[src/rtl/cla_pkg.sv]
// Shared constants and flag bundle for the pipelined carry-lookahead adder.
package cla_pkg;

   localparam int CLA_GROUP_W = 4;
   localparam int MAX_STAGES  = 4;

   typedef struct packed {
      logic cout;
      logic ovf;
      logic zero;
   } cla_flags_t;

endpackage

[src/rtl/cla4_group.sv]
// 4-bit carry-lookahead slice: internal carries from per-bit G/P, plus the
// group propagate/generate terms used by the second-level lookahead.
module cla4_group
   import cla_pkg::*;
(
   input  logic [CLA_GROUP_W-1:0] a,
   input  logic [CLA_GROUP_W-1:0] b,
   input  logic                   cin,
   output logic [CLA_GROUP_W-1:0] s,
   output logic                   pg,
   output logic                   gg,
   output logic                   cout
);

   logic [3:0] g;
   logic [3:0] p;
   logic [3:0] c;

   assign g = a & b;
   assign p = a ^ b;

   assign c[0] = cin;
   assign c[1] = g[0] | (p[0] & cin);
   assign c[2] = g[1] | (p[1] & g[0]) | (p[1] & p[0] & cin);
   assign c[3] = g[2] | (p[2] & g[1]) | (p[2] & p[1] & g[0]) | (p[2] & p[1] & p[0] & cin);

   assign s    = p ^ c;
   assign pg   = &p;
   assign gg   = g[3] | (p[3] & g[2]) | (p[3] & p[2] & g[1]) | (p[3] & p[2] & p[1] & g[0]);
   assign cout = gg | (pg & cin);

endmodule

[src/rtl/pipelined_cla_adder.sv]
// Pipelined CLA adder/subtractor: one carry segment per stage, operands travel
// skewed through the pipe, flags are formed on the assembled sum in the last stage.
module pipelined_cla_adder
   import cla_pkg::*;
#(
   parameter int WIDTH  = 32,
   parameter int STAGES = 2
) (
   input  logic             clk,
   input  logic             rst_n,
   input  logic             in_valid,
   output logic             in_ready,
   input  logic [WIDTH-1:0] a,
   input  logic [WIDTH-1:0] b,
   input  logic             cin,
   input  logic             sub,
   output logic             out_valid,
   input  logic             out_ready,
   output logic [WIDTH-1:0] sum,
   output logic             cout,
   output logic             ovf,
   output logic             zero
);

   localparam int SEG = WIDTH / STAGES;
   localparam int NG  = SEG / CLA_GROUP_W;

   if (STAGES < 1 || STAGES > MAX_STAGES || (WIDTH % (CLA_GROUP_W * STAGES)) != 0) begin : g_param_check
      $error("pipelined_cla_adder: WIDTH must be a multiple of 4*STAGES and STAGES in 1..4");
   end

   // Handshake: a transfer happens on a rising edge where valid & ready are both
   // high; valid never depends on ready, and a stalled output holds its payload.
   logic [STAGES-1:0]            v_q, v_d, load;
   logic [STAGES-1:0][WIDTH-1:0] a_q, a_d, b_q, b_d, sum_q, sum_d;
   logic [STAGES-1:0]            c_q, c_d;
   cla_flags_t                   flags_q, flags_d;

   logic [STAGES-1:0]            st_v, st_cin;
   logic [STAGES-1:0][WIDTH-1:0] st_a, st_b, st_sum;
   logic [STAGES-1:0][SEG-1:0]   seg_s;
   logic [STAGES-1:0]            seg_cout;
   logic                         seg_cmsb;
   logic                         unused_pipe;

   always_comb begin
      st_v      = '0;
      st_cin    = '0;
      st_a      = '0;
      st_b      = '0;
      st_sum    = '0;
      st_v[0]   = in_valid;
      st_a[0]   = a;
      st_b[0]   = sub ? ~b : b;
      st_cin[0] = sub | cin;
      for (int k = 1; k < STAGES; k++) begin
         st_v[k]   = v_q[k-1];
         st_a[k]   = a_q[k-1];
         st_b[k]   = b_q[k-1];
         st_cin[k] = c_q[k-1];
         st_sum[k] = sum_q[k-1];
      end
   end

   for (genvar k = 0; k < STAGES; k++) begin : g_stage
      logic [NG-1:0]  grp_p, grp_g, grp_co, grp_c;
      logic [SEG-1:0] seg_sum;
      logic           unused_grp_co;

      // Second-level lookahead in sum-of-products form, so no carry ripples group to group.
      always_comb begin
         logic acc;
         logic pp;
         grp_c = '0;
         acc   = 1'b0;
         pp    = 1'b1;
         for (int j = 0; j < NG; j++) begin
            acc = 1'b0;
            pp  = 1'b1;
            for (int i = j - 1; i >= 0; i--) begin
               acc = acc | (grp_g[i] & pp);
               pp  = pp & grp_p[i];
            end
            grp_c[j] = acc | (pp & st_cin[k]);
         end
      end

      for (genvar j = 0; j < NG; j++) begin : g_grp
         cla4_group u_grp (
            .a    (st_a[k][k*SEG + j*CLA_GROUP_W +: CLA_GROUP_W]),
            .b    (st_b[k][k*SEG + j*CLA_GROUP_W +: CLA_GROUP_W]),
            .cin  (grp_c[j]),
            .s    (seg_sum[j*CLA_GROUP_W +: CLA_GROUP_W]),
            .pg   (grp_p[j]),
            .gg   (grp_g[j]),
            .cout (grp_co[j])
         );
      end

      assign seg_s[k]      = seg_sum;
      assign seg_cout[k]   = grp_co[NG-1];
      assign unused_grp_co = ^grp_co;
   end

   // Carry into the MSB recovered from the sum bit: s = a ^ b ^ c.
   assign seg_cmsb = seg_s[STAGES-1][SEG-1] ^ st_a[STAGES-1][WIDTH-1] ^ st_b[STAGES-1][WIDTH-1];

   always_comb begin
      load           = '0;
      load[STAGES-1] = !v_q[STAGES-1] | out_ready;
      for (int k = STAGES - 2; k >= 0; k--) begin
         load[k] = !v_q[k] | load[k+1];
      end
      v_d     = v_q;
      a_d     = a_q;
      b_d     = b_q;
      c_d     = c_q;
      sum_d   = sum_q;
      flags_d = flags_q;
      for (int k = 0; k < STAGES; k++) begin
         if (load[k]) begin
            v_d[k]                 = st_v[k];
            a_d[k]                 = st_a[k];
            b_d[k]                 = st_b[k];
            c_d[k]                 = seg_cout[k];
            sum_d[k]               = st_sum[k];
            sum_d[k][k*SEG +: SEG] = seg_s[k];
         end
      end
      if (load[STAGES-1]) begin
         flags_d.cout = seg_cout[STAGES-1];
         flags_d.ovf  = seg_cout[STAGES-1] ^ seg_cmsb;
         flags_d.zero = (sum_d[STAGES-1] == '0);
      end
   end

   always_ff @(posedge clk or negedge rst_n) begin
      if (!rst_n) begin
         v_q     <= '0;
         a_q     <= '0;
         b_q     <= '0;
         c_q     <= '0;
         sum_q   <= '0;
         flags_q <= '0;
      end else begin
         v_q     <= v_d;
         a_q     <= a_d;
         b_q     <= b_d;
         c_q     <= c_d;
         sum_q   <= sum_d;
         flags_q <= flags_d;
      end
   end

   assign in_ready    = !v_q[0] | load[0];
   assign out_valid   = v_q[STAGES-1];
   assign sum         = sum_q[STAGES-1];
   assign cout        = flags_q.cout;
   assign ovf         = flags_q.ovf;
   assign zero        = flags_q.zero;
   assign unused_pipe = ^{a_q, b_q, c_q};

endmodule

[config.mk]
export PLATFORM = sky130hd
export DESIGN_NAME = pipelined_cla_adder
export DESIGN_NICKNAME = d
export VERILOG_FILES = /design/src/rtl/cla_pkg.sv /design/src/rtl/cla4_group.sv /design/src/rtl/pipelined_cla_adder.sv
export SDC_FILE = /design/constraint.sdc
export NUM_CORES = 1
export LEC_CHECK = 0
export ABC_AREA = 1
export BUFFER_PORTS_ARGS = -buffer_cell sky130_fd_sc_hd__buf_2
export CAP_MARGIN = 20
export CORE_ASPECT_RATIO = 0.75
export CORE_UTILIZATION = 41
export CTS_BUF_LIST = sky130_fd_sc_hd__clkbuf_16
export CTS_CLUSTER_SIZE = 40
export DETAILED_ROUTE_END_ITERATION = 8
export SYNTH_ARGS = -nofsm -noshare
export SYNTH_HDL_FRONTEND = slang
export SYNTH_SLANG_ARGS = --single-unit
[constraint.sdc]
create_clock -name clk -period 6.84 [get_ports clk]
set_clock_uncertainty 0.15 [all_clocks]
set_input_delay 1.368 -clock clk [delete_from_list [all_inputs] [get_ports clk]]
set_output_delay 1.368 -clock clk [all_outputs]
set_load 0.02 [all_outputs]
==> flow_summary.json <==
{
  "status": "complete, no violations",
  "multiInputGateArea_mm2": 0.00265,
  "synthesis.nets": 777,
  "ys.flop_type": "dfrtp_1",
  "ys_ff_latch": 86,
  "ys_top_cells_by_count": "225 x nand2_1, 86 x dfrtp_1, 86 x inv_1",
  "vias": 4482,
  "grt_pass1_wl_um": 20900,
  "drt_first_iter_violations": 253,
  "cts_tree": "done",
  "synth.area.top_cells": "dfrtp_1 41%, nand2_1 16%, ha_1 7.6%, inv_1 6.2%, nand3_1 4.1%",
  "path_clk_slew_ps": 60,
  "worst_pin_slew_ps": 939,
  "dieArea_mm2": 0.0132,
  "num-fill-cells": 1239,
  "finalCriticalPeriod_ps": 4070,
  "netlist.area_leader.share_pct": 41.1,
  "gr-usage-met3_pct": 4.34,
  "ctsLongestPathBuffers": 2,
  "utilization_pct": 50.3,
  "wl_per_cell_um": 13.4,
  "yosysSeqAreaShare_pct": 41.1,
  "initial_core_util_pct": 42.3,
  "tns_ps": 0,
  "grt_pass1_vias": 4258,
  "dr.pass1.iters": 6,
  "overflow": 0,
  "grt_util_all_layers_pct": 20.2,
  "hold_class": "reg2reg",
  "critPathMaxFanout": 33,
  "synthToLayoutAreaGrowth_pct": 18.8,
  "route.detailed.drc": 0,
  "port_buffers": 106,
  "syn_area_per_cell_um2": 7.86,
  "worstSkewPairLatency_ps": 340,
  "yosysMostFrequentCell": "nand2_1",
  "die_height_um": 99.9,
  "yosysTopAreaCell": "dfrtp_1",
  "min_from": "v_q[0]$_DFFE_PN0P_",
  "async_flop_share_pct": 100,
  "seq_area_mm2": 0.00215,
  "wl_um": 12600,
  "rrSetupSlack_ps": 3820,
  "crit_required_ps": 6940,
  "relSlewSlack_pct": 37.4,
  "cts.sinks": 86,
  "grt_busiest_layer": "met1",
  "cts_hold_buf": 0,
  "routed_via_density": 4.78,
  "r2r-start": "a_q[17]$_DFFE_PN0P_",
  "critPathLaunchType": "input pin",
  "synth_area_mm2": 0.00524,
  "post-cts-setup-buffers": 0,
  "place_congestion": 0.835,
  "ios": 107,
  "final-setup-viol-count": 0,
  "ir_worst_vdd_mv": 0.136,
  "met2_usage_pct": 29.1,
  "cts_made_buffers": 9,
  "synth-edff-count": 0,
  "cap_violations": 0,
  "n_antenna_cell": 0,
  "grt_max_degree": 87,
  "reg2reg_to": "zero$_DFFE_PN0N_",
  "fp.dieW_um": 133,
  "cts-htree-levels": 3,
  "layout.nets": 876,
  "hold_violations": 0,
  "yosysWarnings": 0,
  "num_rows": 35,
  "use_met1_pct": 30.9,
  "finalMaxSlewViolations": 0,
  "critPathCaptureType": "flip-flop",
  "synth_cell_types": 33,
  "hold_end": "v_q[1]$_DFFE_PN0N_",
  "worstPathArrival_ps": 4180,
  "period_share_pct": 59.6,
  "drive_gt1_share_pct": 17.6,
  "cts_root_buf": "clkbuf_16",
  "ff2ff_path_depth": 16,
  "holdWs_ps": 338,
  "ant_nets": 0,
  "cts_resized": 0,
  "postSynthCellCount": 667,
  "p_leak_uw": 0.00342,
  "dp_hpwl_um": 9560,
  "antenna_found_initial": 0,
  "core_area_mm2": 0.0124,
  "max_freq_ghz": 0.245,
  "grt_setup_unrepaired": "false",
  "power_density_mw_per_mm2": 303,
  "hold_depth": 2,
  "timing_worst_setup_path_type": "in2reg"
}
cells by family (layout without fill, tap and decap cells):
kind of cell,after synthesis,count (layout),share of synthesized area (%)
DFF,86,86,41.1
AOI/OAI and AO/OA,66,66,6.75
and+or+nand+nor,326,326,26.3
buffers and inverters,110,214,8.64
adders and majority gates,40,40,10.7
xor gates and xnor gates,39,39,6.52
flip-flops by register name, summed over array words and instances (netlist names):
name / count
b_q: 16
c_q: 1
cout: 1
st_sum: 16
ovf: 1
zero: 1
sum: 32
v_q: 2
a_q: 16
cell type report:
cell class              instances  area share [%]
clock buffers                   9            3.62
clock inverters                 7            1.43
inverters                      89            5.36
multi-input cells             471            42.5
flip-flops and latches         86            34.6
well taps                     166            3.33
repair buffers                109            9.24
how the worst max path moves through the flow:
stage               start                endpoint  slack [ps]  cells past startpoint
finish                sub  st_sum[45]$_DFFE_PN0P_        2770                     14
global route          sub  st_sum[37]$_DFFE_PN0P_        2480                     15
CTS                   sub  st_sum[45]$_DFFE_PN0P_        2770                     14
detailed placement    sub  st_sum[45]$_DFFE_PN0P_        2410                     14
global placement      sub  st_sum[45]$_DFFE_PN0P_        2560                     14
floorplan             sub  st_sum[45]$_DFFE_PN0P_        3020                     15
critical path, cell delays in order:
cell and delay, ps:
buf_2 710, xnor2_1 250, inv_1 80, ha_1 280
nand2_1 40, inv_1 60, nand3_1 100, nor3_1 210
nand3_1 100, nand4_1 160, inv_1 80, fa_1 400
xor2_1 170, o21ai_0 160
placed cells by master, fill, tap and decap left out, types with 3 or more instances in the layout:
| cell | synthesis | final |
|---|---|---|
| ha_1 | 32 | 32 |
| a21oi_1 | 17 | 17 |
| clkinv_1 | 1 | 3 |
| nand4_1 | 5 | 5 |
| xnor2_1 | 21 | 21 |
| xor2_1 | 18 | 18 |
| o21ai_0 | 37 | 37 |
| inv_1 | 86 | 87 |
| a21o_1 | 4 | 4 |
| buf_2 | 8 | 105 |
| fa_1 | 8 | 8 |
| nor2_4 | 2 | 3 |
| nand2_1 | 225 | 225 |
| buf_4 | 0 | 3 |
| nand3b_1 | 9 | 9 |
| nand3_1 | 43 | 43 |
| clkbuf_16 | 0 | 9 |
| dfrtp_1 | 86 | 86 |
| nor2_1 | 28 | 27 |
| or2_2 | 7 | 7 |
power by group:
group | switching, uW | total [uW] | internal, uW
registers | 79.6 | 708 | 628
logic | 424 | 665 | 241
clock network | 199 | 517 | 318
layer usage:
layer  vias up  routed length (um)
met1      2075                6750
met2       116                5120
met4         0                  95
met3        11                 586
met5         -                   0
li1       2280                   -
per-stage QoR:
| stage | cell area, um^2 | setup slack, ps | std cells | power (uW) |
|---|---|---|---|---|
| finish | 6230 | 2770 | 937 | 1890 |
| global placement | 5890 | 2560 | 920 | 1360 |
| floorplan | 5240 | 3020 | 667 | 1150 |
| global route | 6230 | 2480 | 937 | 2020 |
| detailed placement | 5890 | 2410 | 920 | 1380 |
| CTS | 6200 | 2770 | 936 | 1900 |
Power figures use the tool's default switching activity.
